File: config.mk
export PLATFORM = sky130hd
export DESIGN_NAME = div_flat
export DESIGN_NICKNAME = d
export VERILOG_FILES = /design/src/rtl/div_pkg.sv /design/src/rtl/div_if.sv /design/src/rtl/div.sv /design/src/flat_wrapper.sv
export SDC_FILE = /design/constraint.sdc
export NUM_CORES = 1
export LEC_CHECK = 0
export CORE_ASPECT_RATIO = 1.5
export CORE_UTILIZATION = 25
export CTS_CLUSTER_SIZE = 24
export DETAILED_ROUTE_END_ITERATION = 10
export DONT_BUFFER_PORTS = 1
export GPL_ROUTABILITY_DRIVEN = 0
export MAX_ROUTING_LAYER = met4
export PLACE_DENSITY = 0.42
export SLEW_MARGIN = 10
export SYNTH_ARGS = -nofsm -noshare
export SYNTH_HDL_FRONTEND = slang
export SYNTH_SLANG_ARGS = --single-unit
File: constraint.sdc
create_clock -name clk -period 3.4 [get_ports clk]
set_clock_uncertainty 0.2 [all_clocks]
set_input_delay 0.85 -clock clk [delete_from_list [all_inputs] [get_ports clk]]
set_output_delay 0.85 -clock clk [all_outputs]
set_load 0.005 [all_outputs]
File: src/rtl/div_pkg.sv
// Shared widths, FSM encodings and opcode constants for the EX-stage divider.
// The sign helpers are shared by operand magnitude conversion and result correction.
package div_pkg;

    localparam int REG_BUS_W        = 32;
    localparam int DOUBLE_REG_BUS_W = 64;

    typedef logic [REG_BUS_W-1:0]        reg_bus_t;
    typedef logic [DOUBLE_REG_BUS_W-1:0] double_reg_bus_t;

    typedef enum logic [1:0] {
        DIV_FREE    = 2'b00,
        DIV_BY_ZERO = 2'b01,
        DIV_ON      = 2'b10,
        DIV_END     = 2'b11
    } div_state_e;

    localparam logic DIV_RESULT_READY     = 1'b1;
    localparam logic DIV_RESULT_NOT_READY = 1'b0;
    localparam logic DIV_START            = 1'b1;
    localparam logic DIV_STOP             = 1'b0;

    localparam logic [7:0] EXE_DIV_OP  = 8'b00011010;
    localparam logic [7:0] EXE_DIVU_OP = 8'b00011011;

    localparam logic [5:0] DIV_ITERATIONS = 6'd32;

    // Two's complement negation when cond is set, identity otherwise.
    function automatic reg_bus_t negate_if(input logic cond, input reg_bus_t value);
        reg_bus_t res;
        if (cond) begin
            res = ~value + 32'd1;
        end else begin
            res = value;
        end
        return res;
    endfunction

    function automatic reg_bus_t magnitude(input logic is_signed, input reg_bus_t value);
        return negate_if(is_signed & value[REG_BUS_W-1], value);
    endfunction

endpackage

File: src/rtl/div_if.sv
// Request/result bundle between the EX stage (master) and the divider (slave).
interface div_if;
    import div_pkg::*;

    logic            signed_div_i;
    reg_bus_t        opdata1_i;
    reg_bus_t        opdata2_i;
    logic            start_i;
    logic            annul_i;
    double_reg_bus_t result_o;
    logic            ready_o;

    modport master (
        output signed_div_i, opdata1_i, opdata2_i, start_i, annul_i,
        input  result_o, ready_o
    );

    modport slave (
        input  signed_div_i, opdata1_i, opdata2_i, start_i, annul_i,
        output result_o, ready_o
    );

endinterface

File: src/rtl/div.sv
// Radix-2 restoring divider for DIV/DIVU: one quotient bit per cycle, {HI,LO} result
// held with ready until EX drops its start request.
module div
    import div_pkg::*;
(
    input  logic   clk,
    input  logic   rst,
    div_if.slave   div_bus
);

    div_state_e      state_r,    state_s;
    logic [5:0]      cnt_r,      cnt_s;
    logic [64:0]     dividend_r, dividend_s;
    reg_bus_t        divisor_r,  divisor_s;
    logic            neg_quot_r, neg_quot_s;
    logic            neg_rem_r,  neg_rem_s;
    double_reg_bus_t result_r,   result_s;
    logic            ready_r,    ready_s;

    logic [32:0]     diff_s;
    reg_bus_t        quot_mag_s;
    reg_bus_t        rem_mag_s;

    // Trial subtraction of the divisor magnitude from the upper partial remainder.
    assign diff_s     = {1'b0, dividend_r[63:32]} - {1'b0, divisor_r};
    assign quot_mag_s = dividend_r[31:0];
    assign rem_mag_s  = dividend_r[64:33];

    // Next-state and datapath update for the four-state divide sequencer.
    always_comb begin
        state_s    = state_r;
        cnt_s      = cnt_r;
        dividend_s = dividend_r;
        divisor_s  = divisor_r;
        neg_quot_s = neg_quot_r;
        neg_rem_s  = neg_rem_r;
        result_s   = result_r;
        ready_s    = ready_r;

        case (state_r)
            DIV_FREE: begin
                if ((div_bus.start_i == DIV_START) && !div_bus.annul_i) begin
                    if (div_bus.opdata2_i == 32'd0) begin
                        state_s = DIV_BY_ZERO;
                    end else begin
                        state_s    = DIV_ON;
                        cnt_s      = 6'd0;
                        dividend_s = {32'd0, magnitude(div_bus.signed_div_i, div_bus.opdata1_i), 1'b0};
                        divisor_s  = magnitude(div_bus.signed_div_i, div_bus.opdata2_i);
                        neg_quot_s = div_bus.signed_div_i &
                                     (div_bus.opdata1_i[31] ^ div_bus.opdata2_i[31]);
                        neg_rem_s  = div_bus.signed_div_i & div_bus.opdata1_i[31];
                    end
                end else begin
                    state_s = DIV_FREE;
                end
            end

            DIV_BY_ZERO: begin
                state_s  = DIV_END;
                result_s = 64'd0;
                ready_s  = DIV_RESULT_READY;
            end

            DIV_ON: begin
                if (div_bus.annul_i) begin
                    state_s = DIV_FREE;
                    cnt_s   = 6'd0;
                end else if (cnt_r != DIV_ITERATIONS) begin
                    // A borrow means the divisor did not fit: quotient bit 0, keep remainder.
                    if (diff_s[32]) begin
                        dividend_s = {dividend_r[63:0], 1'b0};
                    end else begin
                        dividend_s = {diff_s[31:0], dividend_r[31:0], 1'b1};
                    end
                    cnt_s = cnt_r + 6'd1;
                end else begin
                    state_s  = DIV_END;
                    result_s = {negate_if(neg_rem_r, rem_mag_s), negate_if(neg_quot_r, quot_mag_s)};
                    ready_s  = DIV_RESULT_READY;
                end
            end

            DIV_END: begin
                if (div_bus.start_i == DIV_STOP) begin
                    state_s  = DIV_FREE;
                    ready_s  = DIV_RESULT_NOT_READY;
                    result_s = 64'd0;
                    cnt_s    = 6'd0;
                end else begin
                    state_s = DIV_END;
                end
            end

            default: begin
                state_s  = DIV_FREE;
                cnt_s    = 6'd0;
                ready_s  = DIV_RESULT_NOT_READY;
                result_s = 64'd0;
            end
        endcase
    end

    // State and datapath registers; reset returns to FREE with outputs cleared.
    always_ff @(posedge clk or negedge rst) begin
        if (!rst) begin
            state_r    <= DIV_FREE;
            cnt_r      <= 6'd0;
            dividend_r <= 65'd0;
            divisor_r  <= 32'd0;
            neg_quot_r <= 1'b0;
            neg_rem_r  <= 1'b0;
            result_r   <= 64'd0;
            ready_r    <= DIV_RESULT_NOT_READY;
        end else begin
            state_r    <= state_s;
            cnt_r      <= cnt_s;
            dividend_r <= dividend_s;
            divisor_r  <= divisor_s;
            neg_quot_r <= neg_quot_s;
            neg_rem_r  <= neg_rem_s;
            result_r   <= result_s;
            ready_r    <= ready_s;
        end
    end

    assign div_bus.result_o = result_r;
    assign div_bus.ready_o  = ready_r;

endmodule
File: src/flat_wrapper.sv
// flat-port wrapper written by rule: the top's interface ports become plain ports
module div_flat import div_pkg::*;
  (clk, rst, div_bus_signed_div_i, div_bus_opdata1_i, div_bus_opdata2_i, div_bus_start_i, div_bus_annul_i, div_bus_result_o, div_bus_ready_o);
  div_if div_bus_i ();
  input  logic clk;
  input  logic rst;
  input wire logic [$bits(div_bus_i.signed_div_i)-1:0] div_bus_signed_div_i;
  input wire logic [$bits(div_bus_i.opdata1_i)-1:0] div_bus_opdata1_i;
  input wire logic [$bits(div_bus_i.opdata2_i)-1:0] div_bus_opdata2_i;
  input wire logic [$bits(div_bus_i.start_i)-1:0] div_bus_start_i;
  input wire logic [$bits(div_bus_i.annul_i)-1:0] div_bus_annul_i;
  output wire logic [$bits(div_bus_i.result_o)-1:0] div_bus_result_o;
  output wire logic [$bits(div_bus_i.ready_o)-1:0] div_bus_ready_o;
  assign div_bus_i.signed_div_i = div_bus_signed_div_i;
  assign div_bus_i.opdata1_i = div_bus_opdata1_i;
  assign div_bus_i.opdata2_i = div_bus_opdata2_i;
  assign div_bus_i.start_i = div_bus_start_i;
  assign div_bus_i.annul_i = div_bus_annul_i;
  assign div_bus_result_o = div_bus_i.result_o;
  assign div_bus_ready_o = div_bus_i.ready_o;
  div u_core (.clk(clk), .rst(rst), .div_bus(div_bus_i));
endmodule
Word level (Yosys, flattened, before mapping)
Cells that the tools add are included.

Reductions and logical operators: 11. Add/sub/neg operators: 6. Mux-type cells: 30. Bitwise gates (word level): 9. Equal/unequal tests: 12.

Operators with widths (number): 65-bit 2-to-1 mux (5); 64-bit 2-to-1 mux (3); 64-bit one-hot mux with 3 select lines (1); 65-bit one-hot mux with 2 select lines (1); 32-bit by 1-bit adder with 32-bit output (second input constant) (4); 32-bit 2-to-1 mux (4); 32-bit NOT (4); 32-bit by 32-bit subtractor with 33-bit output (1); 32-bit zero test (1); 6-bit 2-to-1 mux (5); 6-bit one-hot mux with 3 select lines (1); 2-bit 2-to-1 mux (5); 5-bit AND reduction (2); 2-bit != test (second input constant) (4); 2-bit one-hot mux with 4 select lines (1); 6-bit by 1-bit adder with 6-bit output (second input constant) (1); 6-bit != test (second input constant) (1); 3-bit nonzero test (2); 2-bit == test (second input constant) (2); 2-bit by 1-bit != test with 1-bit output (second input constant) (2); 4-bit AND reduction (1); 1-bit bitwise AND (3); 1-bit 2-to-1 mux (3); 3-bit by 2-bit != test with 1-bit output (second input constant) (1); other kinds (10) (10).

Output and inout bits: 65. Word-level logic and storage cells: 76. Register bits: 172. Input bits: 69.

Longest topological paths before layout
Gate-level depths: netlist (run 1).

Word-level depth: 6. Depth in mapped cells: 12. Gate-level depth less buffers: 11.

Least setup slack after synthesis (run 1)
No wires, ideal clock.

Path type: in2reg. Start point: input div_bus_opdata1_i[5]. End point: register u_core.dividend_r[29]. Setup time: 0.134 ns. Data required time: 3.066 ns. Buffers on the path: 0. Stages on the path: 8. Path slack: 0.213 ns. Arrival time: 2.853 ns. Cells stage by stage: or4_1 > or4_1 > nor4_4 > and2_1 > nand3b_1 > o21ai_0 > xor2_1 > a21oi_1.

Word-level cells in the longest chain between the ends: 6.

Ends and longest elaborated chain: start: declaration (RTL line flat_wrapper.sv:8) `input wire logic [$bits(div_bus_i.opdata1_i)-1:0] div_bus_opdata1_i;`; 32-bit NOT (RTL line div_pkg.sv:32) `res = ~value + 32'd1;`; 32-bit by 1-bit adder with 32-bit output (RTL line div_pkg.sv:32); 32-bit 2-to-1 mux (RTL line div_pkg.sv:31) `if (cond) begin`; 65-bit 2-to-1 mux (RTL line div.sv:43) `if (div_bus.opdata2_i == 32'd0) begin`; 65-bit 2-to-1 mux (RTL line div.sv:42) `if ((div_bus.start_i == DIV_START) && !div_bus.annul_i) begin`; 65-bit one-hot mux with 2 select lines (RTL line div.sv:40) `case (state_r)`; end signal: assignment (RTL line div.sv:118) `dividend_r <= dividend_s;`; end: declaration (RTL line div.sv:13) `logic [64:0] dividend_r, dividend_s;`.

No other way between the ends. The select of a mux whose other input is x is not followed. A chain may end at the register's enable or synchronous reset.

Final worst setup path (run 1)
Start point: register u_core.dividend_r[32]. End point: register u_core.dividend_r[47].

Word-level cells in the longest chain between the ends: 5.

Ends and longest elaborated chain: 32-bit by 32-bit subtractor with 33-bit output (RTL line div.sv:25) `assign diff_s = {1'b0, dividend_r[63:32]} - {1'b0, divisor_r};`; 65-bit 2-to-1 mux (RTL line div.sv:71) `if (diff_s[32]) begin`; 65-bit 2-to-1 mux (RTL line div.sv:69) `end else if (cnt_r != DIV_ITERATIONS) begin`; 65-bit 2-to-1 mux (RTL line div.sv:66) `if (div_bus.annul_i) begin`; 65-bit one-hot mux with 2 select lines (RTL line div.sv:40).

No other way between the ends. The select of a mux whose other input is x is not followed.

==> results of run 1 <==
-- worst max-delay path, cell delays in order (launching register included) --
cell	delay [ns]
dfrtp_1	0.37
inv_1	0.15
ha_1	0.20
fa_1	0.21
nor2b_1	0.08
o31ai_1	0.32
a21oi_1	0.17
a21o_1	0.29
a221oi_4	0.36
a31oi_4	0.19
buf_12	0.21
mux2i_1	0.12
o21ai_0	0.25
-- timing repair --
action                                  4_1_cts  5_1_grt
endpoints found under the setup margin        0       20
gates resized for setup                       0        4
endpoints found under the hold margin       172      172
setup buffers                                 0        0
-- final cells by class --
| class | instances | area (sq um) |
|---|---|---|
| multi-input cells | 1073 | 6669 |
| inverters | 57 | 214.0 |
| clock buffers | 21 | 470.5 |
| flip-flops and latches | 172 | 4304 |
| repair buffers | 79 | 668.1 |
| fillers | 4840 | 31740 |
| clock inverters | 11 | 132.6 |
| well taps | 582 | 728.2 |
-- logic make-up after synthesis --
family,Yosys count
AND/OR/NAND/NOR,439
buffers and inverters,127
AO/OA/AOI/OAI,430
XOR/XNOR,140
multiplexers,24
flip-flops,172
adder cells (fa/ha/maj),40
-- layer usage --
metal,share of wire,track usage,routed length (um)
met5,0,-,0
met4,0.025,0.06198,942
met3,0.036,0.02591,1351
met2,0.54,0.3031,20050
met1,0.40,0.1854,15080
-- power groups by stage --
stage / Clock [mW] / Combinational [mW] / Sequential (mW)
2_1_floorplan: 0 / 4.46 / 3.09
3_3_place_gp: 0 / 6.36 / 3.27
3_5_place_dp: 0 / 6.38 / 3.28
4_1_cts: 2.18 / 6.41 / 3.24
5_1_grt: 2.25 / 7.15 / 3.32
6_report: 2.10 / 6.38 / 3.23
-- sequential cells by signal, indices dropped and copies added (netlist names) --
| register | cells |
|---|---|
| u_core.cnt_r | 6 |
| u_core.div_bus.ready_o | 1 |
| u_core.div_bus.result_o | 64 |
| u_core.dividend_r | 65 |
| u_core.divisor_r | 32 |
| u_core.neg_quot_r | 1 |
| u_core.neg_rem_r | 1 |
| u_core.state_r | 2 |
-- stage by stage --
stage / worst slack, ns / utilization / std cells
final: 0.1921 / 0.2935 / 1995
after CTS: 0.07237 / 0.2929 / 1995
after global routing: 0.03904 / 0.2935 / 1995
after detailed placement: 0.005914 / 0.2794 / 1963
after global placement: 0.04184 / 0.2794 / 1963
after floorplan: 0.2130 / - / 1372
-- final timing paths --
| path | from | to | slack [ns] | cells after the start |
|---|---|---|---|---|
| max reg2reg | u_core.dividend_r[32] | u_core.dividend_r[47] | 0.19 | 12 |
| max | u_core.dividend_r[32] | u_core.dividend_r[47] | 0.19 | 12 |
| min in group clk | u_core.divisor_r[21] | u_core.divisor_r[21] | 0.28 | 2 |
| min | rst | u_core.div_bus.result_o[58] | -0.1 | 0 |
| min reg2reg | u_core.divisor_r[21] | u_core.divisor_r[21] | 0.28 | 2 |
| max in group asynchronous | rst | u_core.dividend_r[54] | 2.58 | 0 |
-- Yosys cell counts (all sizes together), types with 3 or more instances --
cell    instances
nand2         216
o21ai         208
dfrtp         172
xor2           97
a21oi          93
nor2           77
inv            57
clkbuf         55
xnor2          43
ha             39
o31ai          36
mux2i          24
or3            24
a21o           21
nor3           19
nand3          17
or4            16
buf            14
nor4           12
a211oi         11
a31oi          11
nand2b         11
a32oi          10
o41ai          10
nand4           8
nor2b           8
and2            6
and3            6
nand3b          5
o211ai          5
o21a            5
or2             5
nor3b           3
==> flow_metrics.py, run 1 <==
metrics = {
    "detailed_routing": {
        "vias_per_cell": 4.966,
        "drtAntennaViolNets": 0,
        "drt_iter0_drc": 734,
        "routedWlPerCell_um": 18.76,
        "dr.pass1.iters": 5,
        "drc_errors": 0,
        "wl_um": 37420,
        "dr_total_vias": 9908,
    },
    "final_layout": {
        "stdcell_area_sq_um": 13190,
        "antenna_cells": 0,
        "area.growth.synth_to_final_pct": 15.24,
        "final_cell_mix": "nand2_1, o21ai_0, dfrtp_1, xor2_1, a21oi_1",
        "drive_above_1_share": 0.1019,
        "final_common_cell": "nand2_1",
        "fin_nets": 1509,
    },
    "clock_tree": {
        "clk_pin_slew_worst_paths_ns": 0.08,
        "clockBufferDepth": 2,
        "clk_latency_ns": 0.47,
        "clock-sinks": 172,
        "htree_levels": 4,
        "cts-root-buf": "clkbuf_16",
        "numCtsBuffers": 17,
        "cts_tree": "built",
    },
    "worst_setup_path": {
        "cp.arrival_ns": 3.37,
        "worstSetupPathType": "register to register",
        "crit_fanout": 15,
        "cp.required_ns": 3.56,
        "critPathCaptureType": "register",
        "crit_path_start_kind": "register",
    },
    "place": {
        "hpwl_um": 27990,
        "place.port_buffers": 0,
        "placed_area_sq_um": 12560,
    },
    "flow_run": {
        "drv_cap": 0,
    },
    "synth": {
        "synth-main-ff-cell": "dfrtp_1",
        "async_reset_ff_frac": 1.000,
        "synth-seq-area-share": 0.3762,
        "synth-xor-area-share": 0.1072,
        "yosys_warnings": 0,
        "yosys.area_share.simple": 0.1814,
        "postSynthAreaPerCell_sq_um": 8.340,
        "syn_nets": 1481,
        "syn-cell-area_sq_um": 11440,
        "synth_top_area_frac": 0.3762,
        "muxShareOfSynthArea": 0.02100,
        "synth.area.top_cells": "dfrtp_1, o21ai_0, xor2_1",
        "synth_top_cell_by_area": "dfrtp_1",
        "synth_seq_cells": 172,
        "synth_edf_count": 0,
        "synth_top_family_by_area": "compound AO/OA/AOI/OAI gates",
        "synth_fa_ha_area_frac": 0.04440,
        "netlist_instances": 1372,
        "synth_compound_area_frac": 0.2244,
        "yosysUniqueCellTypes": 78,
    },
    "worst_hold_path": {
        "hold_path_class": "input pin to async pin",
    },
    "sta": {
        "rsz0062_at_grt": "no",
        "holdWs_ns": -0.09667,
        "finalSetupViolCount": 0,
        "worst_pin_slew_ns": 0.8098,
        "fmax_mhz": 311.7,
        "slew_headroom": 0.4582,
        "hold_violations": 108,
        "finalSetupTns_ns": 0,
        "slew_viol_final": 0,
        "min_period_ns": 3.208,
        "fin_crit_sh": 0.9435,
    },
    "pwr": {
        "p_clk_frac": 0.179,
        "power.total_mw": 11.71,
        "p_leak_nw": 5.668,
        "cellInternalPower_mw": 6.370,
        "ir_drop_mv": 0.4066,
        "power_density_nw_per_um2": 888.0,
        "switching_share": 0.4559,
        "pwr-share-seq": 0.276,
        "netSwitchingPower_mw": 5.339,
        "combinationalPowerShare": 0.545,
    },
    "die": {
        "num_rows": 95,
        "dieArea_sq_um": 46650,
        "start_util": 0.2547,
        "dieWidth_um": 176.7,
        "ios": 134,
        "die_y_um": 264.0,
        "core-area_sq_um": 44930,
    },
    "global_route": {
        "grt_pass1_vias": 9990,
        "grt_max_degree": 173,
        "grt_overflow": 0,
        "grt_use_total": 0.1688,
        "antenna_found_initial": 0,
        "grt_pass1_wl_um": 58290,
    },
    "status": {
        "status": "finished with violations",
        "violations": "hold timing",
    },
}
No activity file was read; power rests on OpenSTA's default activity.
==> run 2, diff against run 1 <==
--- a/config.mk
+++ b/config.mk
@@ -7,6 +7,7 @@
 export LEC_CHECK = 0
 export CORE_ASPECT_RATIO = 1.5
 export CORE_UTILIZATION = 25
+export CTS_BUF_LIST = sky130_fd_sc_hd__clkbuf_8 sky130_fd_sc_hd__clkbuf_16
 export CTS_CLUSTER_SIZE = 24
 export DETAILED_ROUTE_END_ITERATION = 10
 export DONT_BUFFER_PORTS = 1
==> flow_metrics.py, run 2 (synthesis gave the netlist of run 1 again) <==
metrics = {
    "sta": {
        "slew_headroom": 0.4582,
        "hold_violations": 108,
        "worst_pin_slew_ns": 0.8098,
        "rsz0062_at_grt": "no",
        "finalSetupTns_ns": 0,
        "holdWs_ns": -0.09627,
        "fin_crit_sh": 0.9437,
        "finalSetupViolCount": 0,
        "slew_viol_final": 0,
        "fmax_mhz": 311.6,
        "min_period_ns": 3.209,
    },
    "status": {
        "status": "finished with violations",
        "violations": "hold timing",
    },
    "place": {
        "placed_area_sq_um": 12560,
        "place.port_buffers": 0,
        "hpwl_um": 27990,
        "place_inst": 1963,
    },
    "clock_tree": {
        "numCtsBuffers": 17,
        "cts_tree": "built",
        "clk_pin_slew_worst_paths_ns": 0.08,
        "clockBufferDepth": 2,
        "clock-sinks": 172,
        "htree_levels": 4,
        "clk_latency_ns": 0.47,
        "post_cts_buffers": 0,
        "cts-root-buf": "clkbuf_16",
    },
    "final_layout": {
        "fin_nets": 1509,
        "final_common_cell": "nand2_1",
        "regMostFlops": "u_core.dividend_r",
        "antenna_cells": 0,
        "largest_reg_flops": 65,
        "fill_cells": 4840,
        "area.growth.synth_to_final_pct": 15.24,
        "final-instance-count-excl-fill": 1995,
        "fin_util": 0.2935,
        "stdcell_area_sq_um": 13190,
        "final_cell_mix": "nand2_1, o21ai_0, dfrtp_1, xor2_1, a21oi_1",
        "drive_above_1_share": 0.1019,
    },
    "die": {
        "dieArea_sq_um": 46650,
        "core-area_sq_um": 44930,
        "start_util": 0.2547,
        "ios": 134,
        "num_rows": 95,
        "dieWidth_um": 176.7,
        "die_y_um": 264.0,
    },
    "flow_run": {
        "drv_cap": 0,
    },
    "global_route": {
        "grt_pass1_wl_um": 58290,
        "grt_overflow": 0,
        "antenna_found_initial": 0,
        "grt_max_degree": 173,
        "grt_pass1_vias": 9990,
        "grt_use_total": 0.1688,
    },
    "detailed_routing": {
        "dr_total_vias": 9912,
        "routedWlPerCell_um": 18.75,
        "wl_met3_um": 1457,
        "dr.pass1.iters": 5,
        "wl_um": 37420,
        "drtAntennaViolNets": 0,
        "highest_layer": "met4",
        "met1_length_um": 14980,
        "wl_met2_um": 20030,
        "vias_per_cell": 4.968,
        "drc_errors": 0,
        "drt_iter0_drc": 739,
    },
    "pwr": {
        "p_leak_nw": 5.672,
        "power_density_nw_per_um2": 887.7,
        "ir_drop_mv": 0.4061,
    },
    "worst_setup_path": {
        "critPathCaptureType": "register",
        "cp.arrival_ns": 3.37,
        "worstSetupPathType": "register to register",
        "crit_fanout": 15,
        "cp.required_ns": 3.56,
        "crit_path_start_kind": "register",
        "cp_cell_sequence": "inv_1, ha_1, fa_1, nor2b_1, o31ai_1, a21oi_1, a21o_1, a221oi_4, a31oi_4, buf_12, mux2i_1, o21ai_0",
        "cpMaxStageDelayCell": "dfrtp_1",
        "path_delay_family": "compound AO/OA/AOI/OAI gates",
        "cpPeakStageDelay_ns": 0.37,
        "reg2reg_slack_ns": 0.19,
        "critical_path_buf_inv_count": 2,
        "crit_start": "u_core.dividend_r[32]",
        "rr_startpoint": "u_core.dividend_r[32]",
    },
    "worst_hold_path": {
        "hold_path_class": "input pin to async pin",
    },
}
## run 2: cell types whose count changed in the layout (fill, tap and decap cells not counted)
cell and delta:
inv_1 +1, clkbuf_1 -1
## run 2: area by class of cell
| type | count | area, sq um | area share |
|---|---|---|---|
| clock buffer | 20 | 466.7 | 0.03539 |
| clock inverter | 12 | 136.4 | 0.01034 |
| inverter | 57 | 214.0 | 0.01623 |
| multi-input combinational | 1073 | 6669 | 0.5057 |
| sequential | 172 | 4304 | 0.3264 |
| tap | 582 | 728.2 | 0.05522 |
| timing repair buffer | 79 | 668.1 | 0.05067 |
## run 2: power by group
part | total, mW | leakage, nW | internal (mW) | switching, mW
Combinational | 6.38 | 3.11 | 2.61 | 3.78
Sequential | 3.23 | 2.27 | 2.61 | 0.616
Clock | 2.09 | 0.295 | 1.15 | 0.946
## run 2: layer usage
metal / track usage / vias to the layer above
met4: 0.06198 / 0
met2: 0.3031 / 219
met3: 0.02591 / 49
li1: - / 4897
met1: 0.1854 / 4747
met5: - / -
## run 2: per-stage QoR
| step | setup WS, ns | power, mW |
|---|---|---|
| floorplan | 0.2130 | 7.548 |
| global placement | 0.04184 | 9.637 |
| detailed placement | 0.005914 | 9.660 |
| CTS | 0.07237 | 11.83 |
| global route | 0.03904 | 12.72 |
| finish | 0.1913 | 11.71 |
## run 2: path summary, 6_finish.rpt
kind                                          endpoint  cells past startpoint
max in group asynchronous        u_core.dividend_r[54]                      0
setup / recovery                 u_core.dividend_r[47]                     12
hold / removal             u_core.div_bus.result_o[58]                      0
setup reg to reg                 u_core.dividend_r[47]                     12
min in group clk                  u_core.divisor_r[21]                      2
hold reg to reg                   u_core.divisor_r[21]                      2
## run 2: timing repair
action / CTS / global route
endpoints found under the setup margin: 0 / 20
endpoints found under the hold margin: 172 / 172
gates resized for setup: 0 / 4
